File: src/rtl/aes_sched_pkg.sv
// ============================================================================
// Module   : aes_sched_pkg
// Brief    : Shared constants and tag type for the AES stage-three scheduler.
// Revision : 1.0 - initial release
// ============================================================================
`default_nettype none

package aes_sched_pkg;

    localparam int c_NUM_REQ_DEF   = 2;
    localparam int c_PIPE_LAT_DEF  = 4;
    localparam int c_RSP_DEPTH_DEF = 4;
    localparam int c_BLK_W         = 128;
    // Tag id is sized for up to 256 requesters; the top uses the low bits.
    localparam int c_TAG_ID_W      = 8;

    typedef struct packed {
        logic                  live;
        logic [c_TAG_ID_W-1:0] id;
    } tag_t;

endpackage

`default_nettype wire

File: src/rtl/aes_rsp_fifo.sv
// ============================================================================
// Module   : aes_rsp_fifo
// Brief    : First-word fall-through response FIFO with occupancy count.
// Revision : 1.0 - initial release
// ============================================================================
`default_nettype none

module aes_rsp_fifo #(
    parameter int DEPTH = 4,
    parameter int WIDTH = 129,
    parameter int CNT_W = $clog2(DEPTH + 1)
) (
    input  logic             clk,
    input  logic             rst,
    input  logic             push,
    input  logic [WIDTH-1:0] push_data,
    input  logic             pop,
    output logic [WIDTH-1:0] head_data,
    output logic [CNT_W-1:0] count
);

    localparam int               c_PTR_W = (DEPTH > 1) ? $clog2(DEPTH) : 1;
    localparam logic [c_PTR_W-1:0] c_LAST  = c_PTR_W'(DEPTH - 1);

    logic [WIDTH-1:0]   r_mem [DEPTH];
    logic [c_PTR_W-1:0] r_wr_ptr;
    logic [c_PTR_W-1:0] r_rd_ptr;
    logic [CNT_W-1:0]   r_count;
    logic               w_full;
    logic               w_empty;
    logic               w_push;
    logic               w_pop;

    assign w_full  = (r_count == CNT_W'(DEPTH));
    assign w_empty = (r_count == '0);
    assign w_push  = push && !w_full;
    assign w_pop   = pop && !w_empty;

    always_ff @(posedge clk) begin
        if (rst) begin
            r_wr_ptr <= '0;
            r_rd_ptr <= '0;
            r_count  <= '0;
        end else begin
            if (w_push) begin
                r_wr_ptr <= (r_wr_ptr == c_LAST) ? '0 : r_wr_ptr + 1'b1;
            end
            if (w_pop) begin
                r_rd_ptr <= (r_rd_ptr == c_LAST) ? '0 : r_rd_ptr + 1'b1;
            end
            case ({w_push, w_pop})
                2'b10:   r_count <= r_count + 1'b1;
                2'b01:   r_count <= r_count - 1'b1;
                default: r_count <= r_count;
            endcase
        end
    end

    // Storage is intentionally left without reset.
    always_ff @(posedge clk) begin
        if (w_push) begin
            r_mem[r_wr_ptr] <= push_data;
        end
    end

    assign head_data = r_mem[r_rd_ptr];
    assign count     = r_count;

    a_no_push_on_full: assert property (@(posedge clk) disable iff (rst) !(push && w_full));

endmodule

`default_nettype wire

File: src/rtl/aes_stage_sched.sv
// ============================================================================
// Module   : aes_stage_sched
// Brief    : Round-robin scheduler sharing one fixed-latency AES pipeline
//            among several requesters, with credit-based response buffering.
// Revision : 1.0 - initial release
// ============================================================================
`default_nettype none

module aes_stage_sched
    import aes_sched_pkg::*;
#(
    parameter int NUM_REQ   = c_NUM_REQ_DEF,
    parameter int PIPE_LAT  = c_PIPE_LAT_DEF,
    parameter int RSP_DEPTH = c_RSP_DEPTH_DEF
) (
    input  logic                                    clk,
    input  logic                                    rst,
    input  logic [NUM_REQ-1:0]                      req_valid,
    input  logic [NUM_REQ-1:0][c_BLK_W-1:0]         req_data,
    output logic [NUM_REQ-1:0]                      req_ready,
    output logic [c_BLK_W-1:0]                      pipe_data_in,
    output logic                                    pipe_issue,
    input  logic [c_BLK_W-1:0]                      pipe_data_out,
    output logic                                    rsp_valid,
    output logic [c_BLK_W-1:0]                      rsp_data,
    output logic [$clog2(NUM_REQ > 1 ? NUM_REQ : 2)-1:0] rsp_id,
    input  logic                                    rsp_ready,
    output logic                                    busy
);

    localparam int c_ID_W  = $clog2(NUM_REQ > 1 ? NUM_REQ : 2);
    localparam int c_INF_W = $clog2(PIPE_LAT + 1);
    localparam int c_CNT_W = $clog2(RSP_DEPTH + 1);
    localparam int c_ENT_W = c_ID_W + c_BLK_W;

    tag_t               r_tag [PIPE_LAT];
    logic [c_ID_W-1:0]  r_last;
    logic [c_ID_W-1:0]  w_winner;
    logic               w_found;
    logic [c_INF_W-1:0] w_inflight;
    logic [c_CNT_W-1:0] w_fifo_count;
    logic [c_ENT_W-1:0] w_head;
    logic               w_rsp_pop;
    logic               w_issue_ok;
    logic               w_grant;
    logic               w_unused_tag;

    // Round-robin search starting just after the last granted requester.
    always_comb begin
        int                v_idx;
        logic [c_ID_W-1:0] v_sel;
        w_found  = 1'b0;
        w_winner = '0;
        for (int k = 0; k < NUM_REQ; k++) begin
            v_idx = (int'(r_last) + 1 + k) % NUM_REQ;
            v_sel = c_ID_W'(v_idx);
            if (!w_found && req_valid[v_sel]) begin
                w_found  = 1'b1;
                w_winner = v_sel;
            end
        end
    end

    always_comb begin
        w_inflight = '0;
        for (int k = 0; k < PIPE_LAT; k++) begin
            w_inflight = w_inflight + c_INF_W'(r_tag[k].live);
        end
    end

    assign w_rsp_pop  = rsp_valid && rsp_ready;
    // Credit check: every block issued now is guaranteed a FIFO slot on arrival.
    assign w_issue_ok = (int'(w_inflight) + int'(w_fifo_count) - int'(w_rsp_pop)) < RSP_DEPTH;
    assign w_grant    = !rst && w_found && w_issue_ok;

    always_comb begin
        req_ready = '0;
        if (w_grant) begin
            req_ready[w_winner] = 1'b1;
        end
    end

    assign pipe_issue   = w_grant;
    assign pipe_data_in = w_grant ? req_data[w_winner] : '0;

    always_ff @(posedge clk) begin
        if (rst) begin
            r_last <= c_ID_W'(NUM_REQ - 1);
        end else if (w_grant) begin
            r_last <= w_winner;
        end
    end

    always_ff @(posedge clk) begin
        if (rst) begin
            for (int s = 0; s < PIPE_LAT; s++) begin
                r_tag[s] <= '0;
            end
        end else begin
            r_tag[0].live <= w_grant;
            r_tag[0].id   <= c_TAG_ID_W'(w_winner);
            for (int s = 1; s < PIPE_LAT; s++) begin
                r_tag[s] <= r_tag[s-1];
            end
        end
    end

    assign w_unused_tag = ^r_tag[PIPE_LAT-1].id;

    aes_rsp_fifo #(
        .DEPTH (RSP_DEPTH),
        .WIDTH (c_ENT_W),
        .CNT_W (c_CNT_W)
    ) u_rsp_fifo (
        .clk       (clk),
        .rst       (rst),
        .push      (r_tag[PIPE_LAT-1].live),
        .push_data ({r_tag[PIPE_LAT-1].id[c_ID_W-1:0], pipe_data_out}),
        .pop       (w_rsp_pop),
        .head_data (w_head),
        .count     (w_fifo_count)
    );

    assign rsp_valid = !rst && (w_fifo_count != '0);
    assign rsp_data  = rst ? '0 : w_head[c_BLK_W-1:0];
    assign rsp_id    = rst ? '0 : w_head[c_ENT_W-1:c_BLK_W];
    assign busy      = !rst && ((w_inflight != '0) || (w_fifo_count != '0));

endmodule

`default_nettype wire

File: config.mk
export PLATFORM = sky130hd
export DESIGN_NAME = aes_stage_sched
export DESIGN_NICKNAME = d
export VERILOG_FILES = /design/src/rtl/aes_sched_pkg.sv /design/src/rtl/aes_rsp_fifo.sv /design/src/rtl/aes_stage_sched.sv
export SDC_FILE = /design/constraint.sdc
export NUM_CORES = 1
export LEC_CHECK = 0
export ABC_AREA = 1
export BUFFER_PORTS_ARGS = -buffer_cell sky130_fd_sc_hd__buf_2
export CAP_MARGIN = 20
export CORE_AREA = 2 2 251 253
export DETAILED_ROUTE_END_ITERATION = 7
export DIE_AREA = 0 0 253 255
export PLACE_DENSITY_LB_ADDON = 0.05
export SYNTH_ARGS = -nofsm -noshare
export SYNTH_HDL_FRONTEND = slang
export SYNTH_SLANG_ARGS = --single-unit
File: constraint.sdc
create_clock -name clk -period 16.05 [get_ports clk]
set_clock_uncertainty 0.1 [all_clocks]
set_input_delay 2.4075 -clock clk [delete_from_list [all_inputs] [get_ports clk]]
set_output_delay 2.4075 -clock clk [all_outputs]
set_load 0.1 [all_outputs]
==> impl_metrics.json, run 1 <==
{
  "clk_latency_ps": 600,
  "drv_slew": 0,
  "max-clock-path-buffers": 3,
  "status": "finished clean",
  "yosysTopAreaCell": "edfxtp_1",
  "ios": 651,
  "numCtsBuffers": 56,
  "hold_viol": 0,
  "seq_area_frac_synth_pct": 68.93,
  "syn-num-nets": 2476,
  "worst_pin_slew_ps": 1096,
  "wire_per_inst_um": 25.11,
  "first_global_vias": 16971,
  "nets": 3063,
  "dr.pass1.iters": 7,
  "drt_iter0_drc": 1756,
  "grt_max_degree": 152,
  "period_needed_ps": 8527,
  "antenna_found_initial": 78,
  "p_clk_share_pct": 34.4,
  "grt_first_pass_wirelength_mm": 121.7,
  "critPathLaunchType": "input port",
  "rows": 92,
  "finalSetupViolations": 0,
  "ir_worst_vdd_uv": 89.56,
  "portBuffers": 650,
  "vias": 18237,
  "die_h_um": 255,
  "viasPerCell": 5.136,
  "drive_above_1_share_pct": 30.71,
  "timing.final.crit_share_pct": 53.13,
  "worstPathCellList": "buf_4, inv_2, nand3_1, inv_1, ha_1, inv_1, ha_1, nand3_1, nand2_1, nand2_1, nand3_4, buf_4, buf_16, a21oi_1, buf_2",
  "drc": 0,
  "synth-warning-count": 0,
  "ant_nets": 0,
  "wl_met3_mm": 7.499,
  "clock-sinks": 534,
  "fillers": 5979,
  "crit_slowest_cell": "nand3_4",
  "areaGrowthSynthToFinish_pct": 24.06,
  "p_sw_share_pct": 33.26,
  "switchingPower_mw": 1.169,
  "p_leak_nw": 11.20,
  "fin_cells": 3551,
  "arrival_ps": 6020,
  "ys_ff_latch": 534,
  "dr_wl_met2_mm": 42.16,
  "setup_tns_ps": 0,
  "grt.total_usage_pct": 26.31,
  "cts-htree-levels": 2,
  "slew_headroom_pct": 26.91,
  "path_max_fanout": 74,
  "synth_area_leaders": "edfxtp_1 67%, nor2_1 8.7%, o21ai_0 5.7%",
  "die_w_um": 253,
  "rsz0062_at_grt": "false",
  "tritoncts": "yes",
  "synthCells": 2072,
  "fmax_ghz": 0.1173,
  "clockRootBuffer": "clkbuf_16",
  "placed_area_mm2": 0.02668,
  "p_int_mw": 2.347,
  "grt-ovfl-total": 0,
  "post_cts_buffers": 0,
  "crit_family": "buffers and inverters",
  "holdBufCountCts": 0,
  "hpwl_mm": 61.39,
  "cap_violations": 0,
  "wl_met1_mm": 35.06,
  "sequentialPowerShare_pct": 43.9,
  "design_area_mm2": 0.02853,
  "crit_required_ps": 13540,
  "start_util_pct": 37.00,
  "avgSynthCellArea_um2": 11.10,
  "path_buf_inv": 7,
  "power_density_mw_per_mm2": 123.2,
  "crit_path_max_incr_delay_ps": 500,
  "synth.cell_area_mm2": 0.02300,
  "dp_cells": 3398,
  "core_area_mm2": 0.06216,
  "crit_type": "in -> out",
  "clk_pin_slew_ps": 60,
  "worst_hold_path_type": "reg -> reg",
  "cp-end-kind": "primary output",
  "synth_top_area_share_pct": 67.37,
  "die-area_mm2": 0.06452,
  "place_congestion": 0.9935,
  "p_comb_share_pct": 21.7,
  "wl_mm": 89.18,
  "synth_cell_types": 24,
  "highest_layer": "met5",
  "ctsResizeCount": 0
}
## cells by family after synthesis
kind of cell             after synthesis  synth area share (%)
AO/OA/AOI/OAI                        529                 12.78
flip-flops                           534                 68.93
buffers and inverters                181                 4.042
adder cells (fa/ha/maj)               15                0.8813
AND/OR/NAND/NOR                      813                 13.37
## flip-flops by register name (all words and copies together) (netlist names), named ones only
signal and count:
r_tag 8, u_rsp_fifo.r_mem 516, u_rsp_fifo.r_rd_ptr 2, u_rsp_fifo.r_wr_ptr 2, u_rsp_fifo.count 3, r_last 1
## power groups by stage
stage	registers [mW]	clock network, mW	logic (mW)
global route	1.54	1.28	0.797
detailed placement	1.57	0	0.760
finish	1.54	1.21	0.763
global placement	1.57	0	0.758
CTS	1.54	1.24	0.761
floorplan	1.57	0	0.584
## per-layer routing
layer / vias up / global-route usage [%]
li1: 8430 / -
met1: 8778 / 32.66
met2: 788 / 41.84
met4: 34 / 13.98
met5: - / 0
met3: 207 / 7.485
## placed cells by master, fill, tap and decap left out, drive strengths merged
cell / Yosys / routed
a21oi: 262 / 262
buf: 92 / 672
bufinv: 0 / 2
clkbuf: 51 / 72
clkinv: 0 / 29
dfxtp: 18 / 18
diode: 0 / 46
edfxtp: 516 / 516
fa: 2 / 2
ha: 13 / 13
inv: 38 / 40
nand2: 268 / 268
nand3: 9 / 9
nand4: 1 / 1
nor2: 534 / 534
nor3: 1 / 1
o21ai: 266 / 266
o31ai: 1 / 1
## through the flow
step / hold slack (ps) / power, mW / utilization (%) / setup slack (ps)
4_1_cts: 312.1 / 3.544 / 45.63 / 7446
3_3_place_gp: 302.0 / 2.332 / 42.92 / 7554
3_5_place_dp: 295.9 / 2.334 / 42.92 / 7437
2_1_floorplan: 288.3 / 2.157 / - / 8319
5_1_grt: 326.6 / 3.625 / 45.85 / 7308
6_report: 308.4 / 3.516 / 45.91 / 7523
## synth_stat cells
library cell and count:
inv_2 3, o21ai_1 3, nor2_1 533, a21oi_1 185, a21oi_2 77, nand3_2 1
nor2_2 1, buf_1 6, nand3_1 8, clkbuf_2 22, nor3_1 1, inv_1 35
buf_2 52, nand2_1 268, o31ai_1 1, nand4_1 1, buf_6 8, ha_1 13
buf_4 26, clkbuf_1 29, fa_1 2, edfxtp_1 516, dfxtp_1 18, o21ai_0 263
## tightest hold or removal path: cells and delay by family (launching register included)
kind          cells  cell delay [ps]
buf+inv           1               40
simple gates      1               30
flops             1              290
## cell type report
cell class                      instances  area, um2  share of cell area (%)
Antenna cell                           46      115.1                  0.4034
Clock buffer                           72       1483                   5.196
Clock inverter                         33      200.2                  0.7016
Inverter                               38      152.6                  0.5349
Multi-Input combinational cell       1357       6261                   21.94
Sequential cell                       534      15860                   55.59
Tap cell                              799      999.7                   3.503
Timing Repair Buffer                  672       3461                   12.13
## final timing paths
| kind | cells past startpoint | startpoint | slack (ps) | to |
|---|---|---|---|---|
| min reg2reg | 2 | r_tag[2][0] | 310 | r_tag[3][0] |
| max | 15 | rst | 7520 | pipe_data_in[46] |
| min | 2 | r_tag[2][0] | 310 | r_tag[3][0] |
| max reg2reg | 13 | r_tag[2][8] | 12900 | r_last |
(Power assumes the default switching activity.)
==> run 2: changes to the inputs <==
Settings changed: CORE_AREA 2 2 251 253 to 2 2 252 254, DIE_AREA 0 0 253 255 to 0 0 254 256.
Clock period 16.05 ns to 7.5 ns, I/O delays scaled along.
==> impl_metrics.json, run 2 (synthesis results as in run 1) <==
{
  "r2r.worst_path.cells": 5,
  "period_needed_ps": 5607,
  "vias": 18022,
  "rows": 92,
  "grt-ovfl-total": 0,
  "wl_mm": 89.39,
  "drive_above_1_share_pct": 30.75,
  "clock-sinks": 534,
  "tritoncts": "yes",
  "finalSetupViolations": 0,
  "critPathLaunchType": "input port",
  "r2r_end": "u_rsp_fifo.r_mem[1][28]",
  "first_global_vias": 16985,
  "power_density_mw_per_mm2": 260.1,
  "core_area_mm2": 0.06239,
  "numCtsBuffers": 55,
  "antenna_found_initial": 63,
  "start_util_pct": 36.87,
  "ant_nets": 0,
  "grt.total_usage_pct": 26.74,
  "ir_worst_vdd_uv": 189.1,
  "cts-htree-levels": 2,
  "fmax_ghz": 0.1784,
  "arrival_ps": 4380,
  "nets": 3063,
  "setup_ws_ps": 1893,
  "setup_tns_ps": 0,
  "status": "finished clean",
  "worst_hold_path_type": "reg -> reg",
  "post_cts_buffers": 0,
  "dp_slack_ps": 1929,
  "dr.pass1.iters": 7,
  "rsz0062_at_grt": "false",
  "largest_reg_flops": 516,
  "hpwl_mm": 62.45,
  "crit_type": "in -> out",
  "largest-register": "u_rsp_fifo.r_mem",
  "drc": 0,
  "areaGrowthSynthToFinish_pct": 23.66,
  "hold_depth": 2,
  "path_max_fanout": 105,
  "worstReg2RegStart": "u_rsp_fifo.count[1]",
  "timing.final.crit_share_pct": 74.76,
  "min_from": "r_tag[1][0]",
  "final_common_cell": "buf_2",
  "drt_iter0_drc": 1506,
  "cp-end-kind": "primary output",
  "fin_util_pct": 45.59,
  "wire_per_inst_um": 25.00,
  "clk_pin_slew_ps": 60,
  "viasPerCell": 5.041,
  "place_congestion": 1.031,
  "ctsResizeCount": 0,
  "worst_pin_slew_ps": 1050,
  "slew_headroom_pct": 29.98,
  "drv_slew": 0,
  "rrSetupSlack_ps": 4420,
  "grt_first_pass_wirelength_mm": 124.3,
  "p_leak_nw": 11.16,
  "crit_required_ps": 6270,
  "portBuffers": 650,
  "die_h_um": 256,
  "holdBufCountCts": 0,
  "clk_latency_ps": 580,
  "totalPowerFinal_mw": 7.397,
  "final_cell_mix": "649 x buf_2, 529 x nor2_1, 516 x edfxtp_1",
  "holdPathEnd": "r_tag[2][0]",
  "die_w_um": 254,
  "grt_max_degree": 150,
  "die-area_mm2": 0.06502,
  "cap_violations": 0,
  "hold_viol": 0,
  "clockRootBuffer": "clkbuf_16",
  "max-clock-path-buffers": 3,
  "ios": 651
}
run 2: cell types whose count changed in the layout (fill, tap and decap cells not counted), sizes merged:
cell and delta:
diode -16, clkinv -3, bufinv -2, clkbuf -2, inv -2, buf +1
clkinvlp +1
run 2: how the worst max path moves through the flow:
stage          slack [ps]                 from                     end
3_5_place_dp         1930                  rst        pipe_data_in[49]
5_1_grt              1670                  rst        pipe_data_in[43]
2_1_floorplan         760  u_rsp_fifo.count[0]  u_rsp_fifo.r_mem[0][0]
4_1_cts              1910                  rst        pipe_data_in[49]
3_3_place_gp         1970                  rst        pipe_data_in[37]
6_report             1890                  rst        pipe_data_in[49]
run 2: stage by stage:
stage          std cells  hold slack, ps  area [um2]
2_1_floorplan       2072           288.3       23000
3_3_place_gp        3448           303.6       26780
3_5_place_dp        3448           293.5       26780
4_1_cts             3545           307.7       28370
5_1_grt             3566           341.6       28420
6_report            3575           306.0       28440
run 2: worst max-delay path, stage by stage:
cell and delay (ps):
buf_4 470, inv_2 200, nand3_1 210, inv_1 70, ha_1 170, inv_1 50, ha_1 220, nand3_1 110
nand2_1 60, nand2_1 110, nand3_4 340, buf_12 370, a21oi_1 280, buf_2 460
run 2: power by group:
part           switching (mW)  leakage [nW]  internal (mW)
Sequential             0.0167          4.79           3.29
Combinational            1.36          5.58          0.271
Clock                    1.08         0.780           1.37
Total                    2.46          11.2           4.94
run 2: area by class of cell:
type	instances	area, um2
multi-input combinational	1357	6261
clock buffer	70	1475
timing repair buffer	673	3441
clock inverter	27	116.4
tap	846	1059
antenna	30	75.07
sequential	534	15860
fill	6095	33950
inverter	38	152.6
run 2: routing by layer:
| layer | part of all wire (%) | GRT usage, % |
|---|---|---|
| met1 | 39 | 32.80 |
| met2 | 50 | 45.31 |
| met3 | 7.1 | 5.766 |
| met4 | 4.1 | 11.52 |
| met5 | 0.13 | 0 |
==> run 3: changes to the inputs <==
Clock period 7.5 ns to 4.7 ns, I/O delays scaled along.
==> impl_metrics.json, run 3 (synthesis results as in run 1) <==
{
  "status": "finished clean",
  "drc": 0,
  "clockRootBuffer": "clkbuf_16",
  "numCtsBuffers": 54,
  "grt_first_pass_wirelength_mm": 125.2,
  "ant_nets": 0,
  "die_h_um": 256,
  "largest_reg_flops": 516,
  "critPathLaunchType": "flip-flop",
  "fin_util_pct": 49.84,
  "drive_above_1_share_pct": 31.98,
  "path_max_fanout": 19,
  "crit_required_ps": 3890,
  "worst_hold_path_type": "in -> reg",
  "timing.final.crit_share_pct": 96.85,
  "power_density_mw_per_mm2": 412.9,
  "seqCellArea_mm2": 0.01586,
  "grt.total_usage_pct": 26.73,
  "wire_per_inst_um": 24.84,
  "crit_type": "reg -> out",
  "nets": 3073,
  "hpwl_mm": 60.96,
  "fillers": 5725,
  "p_leak_nw": 11.86,
  "final_common_cell": "nor2_1",
  "rows": 92,
  "max-clock-path-buffers": 3,
  "vias": 18113,
  "largest-register": "u_rsp_fifo.r_mem",
  "tritoncts": "yes",
  "multiInputGateArea_mm2": 0.006409,
  "dr.pass1.iters": 7,
  "grt-ovfl-total": 0,
  "p_int_mw": 8.756,
  "fmax_ghz": 0.2197,
  "clock-sinks": 534,
  "final_cell_mix": "528 x nor2_1, 519 x buf_2, 516 x edfxtp_1",
  "place_congestion": 0.9845,
  "finalSetupViolations": 0,
  "cap_violations": 0,
  "p_sw_share_pct": 31.79,
  "setup_tns_ps": 0,
  "drv_slew": 0,
  "ir_worst_vdd_uv": 374.3,
  "switchingPower_mw": 4.081,
  "clk_latency_ps": 590,
  "first_global_vias": 17490,
  "arrival_ps": 3750,
  "antenna_found_initial": 55,
  "start_util_pct": 36.87,
  "hold_viol": 0,
  "grt_max_degree": 145,
  "cp-end-kind": "primary output",
  "die-area_mm2": 0.06502,
  "clk_pin_slew_ps": 60,
  "sequentialPowerShare_pct": 41.1,
  "drt_iter0_drc": 1221,
  "wl_mm": 89.12,
  "period_needed_ps": 4552,
  "slew_headroom_pct": 35.51,
  "worst_pin_slew_ps": 967.3,
  "viasPerCell": 5.050,
  "ios": 651,
  "p_clk_share_pct": 35.0,
  "core_area_mm2": 0.06239,
  "cts-htree-levels": 2,
  "portBuffers": 650,
  "p_comb_share_pct": 23.8,
  "rsz0062_at_grt": "true",
  "die_w_um": 254,
  "areaGrowthSynthToFinish_pct": 35.18
}
## run 3: changes by cell type in the layout (fill, tap and decap cells not counted), sizes merged
cell      previous run  this run
buf                673       681
diode               30        27
clkinv              26        23
inv                 38        40
bufbuf               0         1
clkinvlp             1         3
clkbuf              70        63
nand3                9        10
bufinv               0        11
## run 3: worst paths after layout
kind | cells after the start | slack, ps | end | start
min reg2reg | 2 | 300 | r_tag[1][0] | r_tag[0][0]
min | 1 | 210 | u_rsp_fifo.r_mem[0][53] | pipe_data_out[53]
max reg2reg | 13 | 1710 | r_last | r_tag[2][8]
max | 14 | 150 | pipe_data_in[57] | r_tag[2][8]
## run 3: power by group through the flow
| stage | combinational [mW] | sequential [mW] | clock, mW |
|---|---|---|---|
| after CTS | 3.05 | 5.28 | 4.61 |
| after global placement | 3.00 | 5.38 | 0 |
| after floorplan | 1.99 | 5.37 | 0 |
| after detailed placement | 3.02 | 5.38 | 0 |
| after global routing | 3.19 | 5.28 | 4.78 |
| final | 3.06 | 5.28 | 4.50 |
## run 3: worst max-delay path: stages, from the launching register on
cell and delay (ps):
dfxtp_1 330, fa_1 480, ha_2 200, ha_4 260, inv_1 40, ha_1 160, inv_1 90, ha_4 210
nor2_2 80, nor2_1 70, nor2_4 200, nand3_4 240, bufbuf_16 390, a21oi_2 180, buf_12 200
## run 3: area by class of cell
| cell class | count | area share (%) |
|---|---|---|
| multi-input cells | 1358 | 20.61 |
| clock inverters | 39 | 1.533 |
| inverters | 38 | 0.4909 |
| flip-flops and latches | 534 | 51.02 |
| clock buffers | 62 | 4.442 |
| well taps | 846 | 3.404 |
| repair buffers | 683 | 18.28 |
| diodes | 27 | 0.2173 |
## run 3: timing repair
| item | 4_1_cts | 5_1_grt |
|---|---|---|
| resized for setup | 8 | 18 |
| hold buffers | 0 | 0 |
| pin swaps | 1 | 4 |
| cloned | 2 | 1 |
| buffers inserted | 4 | 0 |
| setup endpoints to repair | 108 | 117 |
## run 3: stage by stage
stage | instances | setup slack (ps) | hold slack, ps | power (mW) | instance area (um2)
3_3_place_gp | 3452 | 462.9 | 290.6 | 8.383 | 28920
2_1_floorplan | 2072 | -2036 | 288.3 | 7.365 | 23000
3_5_place_dp | 3452 | 395.9 | 293.2 | 8.396 | 28920
4_1_cts | 3559 | -0.5040 | 170.7 | 12.93 | 30900
5_1_grt | 3579 | -39.66 | 188.6 | 13.25 | 31070
6_report | 3587 | 148.0 | 206.6 | 12.84 | 31090
## run 3: routing by layer
metal	wire (um)	GRT usage, %	vias to the layer above
met2	44320	45.45	662
met5	167	0	-
met3	6640	6.560	186
li1	-	-	8408
met1	33550	31.37	8831
met4	4439	13.37	26
